[config.mk]
export PLATFORM = sky130hd
export DESIGN_NAME = alu_iterative_exec_flat
export DESIGN_NICKNAME = d
export VERILOG_FILES = /design/src/rtl/alu_iterative_exec_if.sv /design/src/rtl/alu_iterative_exec.sv /design/src/flat_wrapper.sv
export SDC_FILE = /design/constraint.sdc
export NUM_CORES = 1
export LEC_CHECK = 0
export BUFFER_PORTS_ARGS = -buffer_cell sky130_fd_sc_hd__buf_4
export CAP_MARGIN = 20
export CORE_AREA = 2 2 158 160
export DETAILED_ROUTE_END_ITERATION = 16
export DIE_AREA = 0 0 160 162
export PLACE_DENSITY = 0.56
export REMOVE_ABC_BUFFERS = 1
export SLEW_MARGIN = 20
export SYNTH_ARGS = -nofsm -noshare
export SYNTH_HDL_FRONTEND = slang
export SYNTH_SLANG_ARGS = --single-unit
[constraint.sdc]
create_clock -name clk -period 1.9 [get_ports clk]
set_clock_uncertainty 0.05 [all_clocks]
set_input_delay 0 -clock clk [delete_from_list [all_inputs] [get_ports clk]]
set_output_delay 0 -clock clk [all_outputs]
set_load 0.02 [all_outputs]
[src/rtl/alu_iterative_exec_if.sv]
// Operand/result handshake bundle between the execute stage and the iterative ALU.
// The master drives operands and accepts results; the slave is the ALU itself.
interface alu_iterative_exec_if #(
    parameter int XLEN = 32
);
    logic            flush;
    logic            in_valid;
    logic            in_ready;
    logic [5:0]      alu_ctrl;
    logic [XLEN-1:0] op_a;
    logic [XLEN-1:0] op_b;
    logic            out_valid;
    logic            out_ready;
    logic [XLEN-1:0] result;
    logic            branch_taken;
    logic            zero;

    modport master (
        output flush, in_valid, alu_ctrl, op_a, op_b, out_ready,
        input  in_ready, out_valid, result, branch_taken, zero
    );

    modport slave (
        input  flush, in_valid, alu_ctrl, op_a, op_b, out_ready,
        output in_ready, out_valid, result, branch_taken, zero
    );
endinterface

[src/rtl/alu_iterative_exec.sv]
// RV32I execute ALU: single-cycle arithmetic/logic/compare/branch/pass, with shifts
// performed one bit per cycle in the result register behind a valid/ready handshake.
module alu_iterative_exec #(
    parameter int XLEN = 32
) (
    input  logic                clk,
    input  logic                rst_n,
    alu_iterative_exec_if.slave bus
);
    localparam int SW = $clog2(XLEN);

    typedef enum logic [1:0] {
        S_IDLE  = 2'd0,
        S_SHIFT = 2'd1,
        S_DONE  = 2'd2
    } state_t;

    typedef enum logic [1:0] {
        K_SLL = 2'd0,
        K_SRL = 2'd1,
        K_SRA = 2'd2
    } shift_kind_t;

    state_t          r_state, w_state_next;
    shift_kind_t     r_kind, w_kind_next;
    logic [XLEN-1:0] r_result, w_result_next;
    logic            r_taken, w_taken_next;
    logic [SW-1:0]   r_count, w_count_next;

    logic [2:0]      w_class;
    logic [2:0]      w_func3;
    logic [SW-1:0]   w_shamt;
    logic            w_is_shift;
    shift_kind_t     w_kind;
    logic            w_eq;
    logic            w_lt;
    logic            w_ltu;
    logic [XLEN-1:0] w_op_result;
    logic            w_op_taken;
    logic [XLEN-1:0] w_shift_step;

    assign w_class = bus.alu_ctrl[5:3];
    assign w_func3 = bus.alu_ctrl[2:0];
    assign w_shamt = bus.op_b[SW-1:0];
    assign w_eq    = (bus.op_a == bus.op_b);
    assign w_lt    = ($signed(bus.op_a) < $signed(bus.op_b));
    assign w_ltu   = (bus.op_a < bus.op_b);

    // Only classes 000/001 carry shifts; class 001 turns SRL into SRA.
    always_comb begin
        w_is_shift = 1'b0;
        w_kind     = K_SLL;
        if (w_class == 3'b000 || w_class == 3'b001) begin
            if (w_func3 == 3'b001) begin
                w_is_shift = 1'b1;
                w_kind     = K_SLL;
            end else if (w_func3 == 3'b101) begin
                w_is_shift = 1'b1;
                w_kind     = w_class[0] ? K_SRA : K_SRL;
            end
        end
    end

    // Single-cycle result; a zero-amount shift falls through to op_a.
    always_comb begin
        w_op_result = '0;
        w_op_taken  = 1'b0;
        case (w_class)
            3'b000, 3'b001: begin
                case (w_func3)
                    3'b000:  w_op_result = w_class[0] ? (bus.op_a - bus.op_b)
                                                      : (bus.op_a + bus.op_b);
                    3'b010:  w_op_result = {{(XLEN-1){1'b0}}, w_lt};
                    3'b011:  w_op_result = {{(XLEN-1){1'b0}}, w_ltu};
                    3'b100:  w_op_result = bus.op_a ^ bus.op_b;
                    3'b110:  w_op_result = bus.op_a | bus.op_b;
                    3'b111:  w_op_result = bus.op_a & bus.op_b;
                    default: w_op_result = bus.op_a;
                endcase
            end
            3'b010: begin
                case (w_func3)
                    3'b000:  w_op_taken = w_eq;
                    3'b001:  w_op_taken = ~w_eq;
                    3'b100:  w_op_taken = w_lt;
                    3'b101:  w_op_taken = ~w_lt;
                    3'b110:  w_op_taken = w_ltu;
                    3'b111:  w_op_taken = ~w_ltu;
                    default: w_op_taken = 1'b0;
                endcase
                w_op_result = {{(XLEN-1){1'b0}}, w_op_taken};
            end
            3'b011:  w_op_result = bus.op_a;
            default: w_op_result = '0;
        endcase
    end

    always_comb begin
        case (r_kind)
            K_SRL:   w_shift_step = {1'b0, r_result[XLEN-1:1]};
            K_SRA:   w_shift_step = {r_result[XLEN-1], r_result[XLEN-1:1]};
            default: w_shift_step = {r_result[XLEN-2:0], 1'b0};
        endcase
    end

    always_comb begin
        w_state_next  = r_state;
        w_kind_next   = r_kind;
        w_result_next = r_result;
        w_taken_next  = r_taken;
        w_count_next  = r_count;
        if (bus.flush) begin
            w_state_next = S_IDLE;
            w_count_next = '0;
        end else begin
            case (r_state)
                S_IDLE: begin
                    if (bus.in_valid) begin
                        if (w_is_shift && (w_shamt != '0)) begin
                            w_result_next = bus.op_a;
                            w_taken_next  = 1'b0;
                            w_count_next  = w_shamt;
                            w_kind_next   = w_kind;
                            w_state_next  = S_SHIFT;
                        end else begin
                            w_result_next = w_op_result;
                            w_taken_next  = w_op_taken;
                            w_state_next  = S_DONE;
                        end
                    end
                end
                S_SHIFT: begin
                    // The edge that applies the last bit position also enters DONE.
                    w_result_next = w_shift_step;
                    w_count_next  = r_count - SW'(1);
                    if (r_count == SW'(1)) begin
                        w_state_next = S_DONE;
                    end
                end
                S_DONE: begin
                    if (bus.out_ready) begin
                        w_state_next = S_IDLE;
                    end
                end
                default: w_state_next = S_IDLE;
            endcase
        end
    end

    always_ff @(posedge clk or negedge rst_n) begin
        if (!rst_n) begin
            r_state  <= S_IDLE;
            r_kind   <= K_SLL;
            r_result <= '0;
            r_taken  <= 1'b0;
            r_count  <= '0;
        end else begin
            r_state  <= w_state_next;
            r_kind   <= w_kind_next;
            r_result <= w_result_next;
            r_taken  <= w_taken_next;
            r_count  <= w_count_next;
        end
    end

    assign bus.in_ready     = (r_state == S_IDLE);
    assign bus.out_valid    = (r_state == S_DONE);
    assign bus.result       = r_result;
    assign bus.branch_taken = r_taken;
    assign bus.zero         = (r_result == '0);

endmodule

[src/flat_wrapper.sv]
// flat-port wrapper written by rule: the top's interface ports become plain ports
module alu_iterative_exec_flat 
#(
    parameter int XLEN = 32
)
  (clk, rst_n, bus_flush, bus_in_valid, bus_alu_ctrl, bus_op_a, bus_op_b, bus_out_ready, bus_in_ready, bus_out_valid, bus_result, bus_branch_taken, bus_zero);
  alu_iterative_exec_if #(.XLEN(XLEN)) bus_i ();
  input  logic clk;
  input  logic rst_n;
  input wire logic [$bits(bus_i.flush)-1:0] bus_flush;
  input wire logic [$bits(bus_i.in_valid)-1:0] bus_in_valid;
  input wire logic [$bits(bus_i.alu_ctrl)-1:0] bus_alu_ctrl;
  input wire logic [$bits(bus_i.op_a)-1:0] bus_op_a;
  input wire logic [$bits(bus_i.op_b)-1:0] bus_op_b;
  input wire logic [$bits(bus_i.out_ready)-1:0] bus_out_ready;
  output wire logic [$bits(bus_i.in_ready)-1:0] bus_in_ready;
  output wire logic [$bits(bus_i.out_valid)-1:0] bus_out_valid;
  output wire logic [$bits(bus_i.result)-1:0] bus_result;
  output wire logic [$bits(bus_i.branch_taken)-1:0] bus_branch_taken;
  output wire logic [$bits(bus_i.zero)-1:0] bus_zero;
  assign bus_i.flush = bus_flush;
  assign bus_i.in_valid = bus_in_valid;
  assign bus_i.alu_ctrl = bus_alu_ctrl;
  assign bus_i.op_a = bus_op_a;
  assign bus_i.op_b = bus_op_b;
  assign bus_i.out_ready = bus_out_ready;
  assign bus_in_ready = bus_i.in_ready;
  assign bus_out_valid = bus_i.out_valid;
  assign bus_result = bus_i.result;
  assign bus_branch_taken = bus_i.branch_taken;
  assign bus_zero = bus_i.zero;
  alu_iterative_exec #(.XLEN(XLEN)) u_core (.clk(clk), .rst_n(rst_n), .bus(bus_i));
endmodule
==> results.ini <==
[placed_design]
io_buffers=110
hpwl_um=32700
gp_congestion=0.9540
placedCellCount=2006

[layout]
antenna_cells=0
drive_gt1_share_pct=43.62
num-nets-final=1907
area_growth_pct=67.56
stdcell_count=2055

[drt]
post_drt_wl_per_cell_um=20.52
drt_first_iter_violations=1080
drtPass1Iterations=8
routed_wl_um=42170
postRouteAntennaNets=0
wl_met1_um=17780
avgViaCountPerCell=5.807
drc=0
met3RoutedLength_um=2898
routed.top_layer=met4
num_vias=11934
wl_met2_um=19960

[grt]
antenna_found_initial=0
grt_pass1_vias=11481
grt_pass1_wl_um=64120
gr-total-overflow=0
grt.total_usage_pct=31.15
grt_start_max_net_pins=43

[yosys]
yosysMostFrequentCell=nor2_1
ys_types=81
synth.cell_area_um2=8566
synthTopCellsByCount=nor2_1 (135), a21oi_1 (130), nand2_1 (122), o21ai_0 (113), inv_1 (102)
avgSynthCellArea_um2=6.793
synth_edf_count=0
synthArstFlopShare_pct=100.0
synth-seq-cells=42
synthFlopType=dfrtp_1
synth_warnings=0
synth_area_leaders=ha_1 (15%), dfrtp_1 (12%), a21oi_1 (7.6%), o21ai_0 (6.6%), nor2_1 (5.9%)
ys_seq_area_share_pct=12.27
syn_inst=1261
synth_area_leader_cell=ha_1
synth_top_area_share_pct=14.61

[power_and_ir_drop]
power_density_nw_per_um2=440.7
cellLeakagePower_nw=6.510
peakVddDrop_mv=0.5614

[clocking]
cts.sinks=42
root_buffer=clkbuf_16
htreeDepth=2
numCtsBuffers=5
clk_path_buf_depth=2
clk_pin_slew_ns=0.07
clock_latency_ns=0.30
cts_tree=built

[floorplanning]
die_y_um=162
die_area_um2=25920
num_rows=57
core_area_um2=24110
fp.dieW_um=160
initial_core_util_pct=35.53
io_pins=111

[sta]
worst_slew_pin_slew_ns=0.6974
fin_crit_sh_pct=139.8
grt_setup_unrepaired=true
fin_crit_ns=2.657
hold_violations=0
finalSetupViolations=29
max-slew-margin-rel_pct=52.92
clock.fmax_ghz=0.3764
timing.final.ws_setup_ns=-0.7567
slew_viol_final=0
whs_ns=0.05464

[outcome]
status=finished with violations
failed_checks=setup timing

[worst_setup_path]
cp.required_ns=2.06
start_kind=input port
cp-end-kind=flop
crit_fanout=4
arrival_ns=2.82
criticalPathCategory=input port to flop

[flow_run]
drv_cap=0

[worst_hold_path]
worstHoldPathType=input port to flop

==> sequential cells by signal, summed over array words and instances, names as in the netlist <==
register,flops
u_core.r_count,5
u_core.bus.result,32
u_core.r_kind,2
u_core.r_state,2
u_core.bus.branch_taken,1
==> cell type report <==
class | instances | area [um2]
fill | 2287 | 9753
multi-input combinational | 1025 | 7846
timing repair buffer | 551 | 4446
sequential | 42 | 1051
inverter | 105 | 456.7
tap | 324 | 405.4
clock buffer | 7 | 142.6
clock inverter | 1 | 5.005
==> worst max-delay path, cell delays in order <==
cell and delay [ns]:
buf_8 0.10, inv_6 0.05, ha_4 0.21, or3_4 0.39, a2111o_1 0.44, a31oi_4 0.24
buf_6 0.13, o31a_1 0.24, buf_4 0.17, a31oi_4 0.11, o21bai_4 0.21, buf_6 0.13
nand3_2 0.06, a21o_1 0.17, a31oi_1 0.16
==> through the flow <==
stage                     utilization, %  power [mW]  TNS [ns]  setup slack, ns  instance area [um2]
after detailed placement           51.54       4.654    -36.11           -1.798                12420
after global routing               59.54       6.638    -16.50          -0.8112                14350
after global placement             51.54       4.642    -34.57           -1.803                12420
after CTS                          57.23       6.003    -11.89          -0.7037                13800
after floorplan                        -       2.726    -50.78           -2.319                 8073
final                              59.54       6.326    -13.89          -0.7567                14350
==> report_power, final <==
group	switching [mW]	total, mW	internal (mW)	leakage (nW)
registers	0.174	1.17	1.00	0.554
logic	2.25	4.24	1.99	5.88
clock network	0.386	0.908	0.523	0.0739
==> worst paths after layout <==
| path | startpoint | end | slack (ns) | cells past startpoint |
|---|---|---|---|---|
| worst max-delay path | bus_op_b[7] | u_core.bus.result[30] | -0.76 | 15 |
| worst min-delay path | bus_op_a[27] | u_core.bus.result[27] | 0.05 | 4 |
| worst max register to register | u_core.r_kind[1] | u_core.bus.result[19] | -0.21 | 10 |
| worst min register to register | u_core.bus.branch_taken | u_core.bus.branch_taken | 0.48 | 2 |
| max in group asynchronous | rst_n | u_core.bus.result[8] | 1.17 | 2 |
| min in group asynchronous | rst_n | u_core.bus.result[6] | 0.20 | 2 |
==> kinds of logic after synthesis <==
| logic type | count (synthesis) | share of synthesized area, % |
|---|---|---|
| adders and majority gates | 102 | 15.07 |
| xor gates and xnor gates | 22 | 2.250 |
| AOI/OAI and AO/OA | 488 | 37.47 |
| buffers and inverters | 194 | 10.36 |
| muxes | 11 | 1.315 |
| and+or+nand+nor | 402 | 21.27 |
| DFF | 42 | 12.27 |
==> layout by cell type, fill, tap and decap left out, types with 12 or more instances in the layout <==
| cell type | Yosys | layout |
|---|---|---|
| buf_4 | 3 | 500 |
| nor2_1 | 135 | 119 |
| nand2_1 | 122 | 118 |
| a21oi_1 | 130 | 110 |
| o21ai_0 | 113 | 88 |
| inv_1 | 102 | 82 |
| ha_1 | 100 | 81 |
| dfrtp_1 | 42 | 42 |
| nor3_1 | 36 | 31 |
| buf_6 | 3 | 29 |
| o21ai_1 | 7 | 22 |
| nand3_1 | 23 | 20 |
| nor4_1 | 24 | 19 |
| a221oi_1 | 28 | 18 |
| a21oi_2 | 1 | 18 |
| a22oi_1 | 19 | 17 |
| xnor2_1 | 19 | 16 |
| nor2b_1 | 15 | 15 |
| o211ai_1 | 14 | 14 |
| a21o_1 | 13 | 13 |
| a211oi_2 | 2 | 13 |
| o221ai_1 | 14 | 13 |
| ha_4 | 0 | 13 |
| o31ai_1 | 16 | 12 |
==> what timing repair did <==
action / in CTS / in global routing
hold endpoints to repair: 49 / 0
hold buffers: 3 / 0
cloned: 0 / 0
gates resized for setup: 239 / 107
setup buffers: 25 / 20
endpoints found under the setup margin: 38 / 39
pin swaps: 116 / 100
==> layer usage <==
layer  GRT usage (%)  vias to the layer above
met3           3.294                      130
met5               0                        -
met1           40.80                     5676
li1                -                     5528
met4           10.07                        0
met2           53.82                      600
Power figures use the tool's default switching activity.
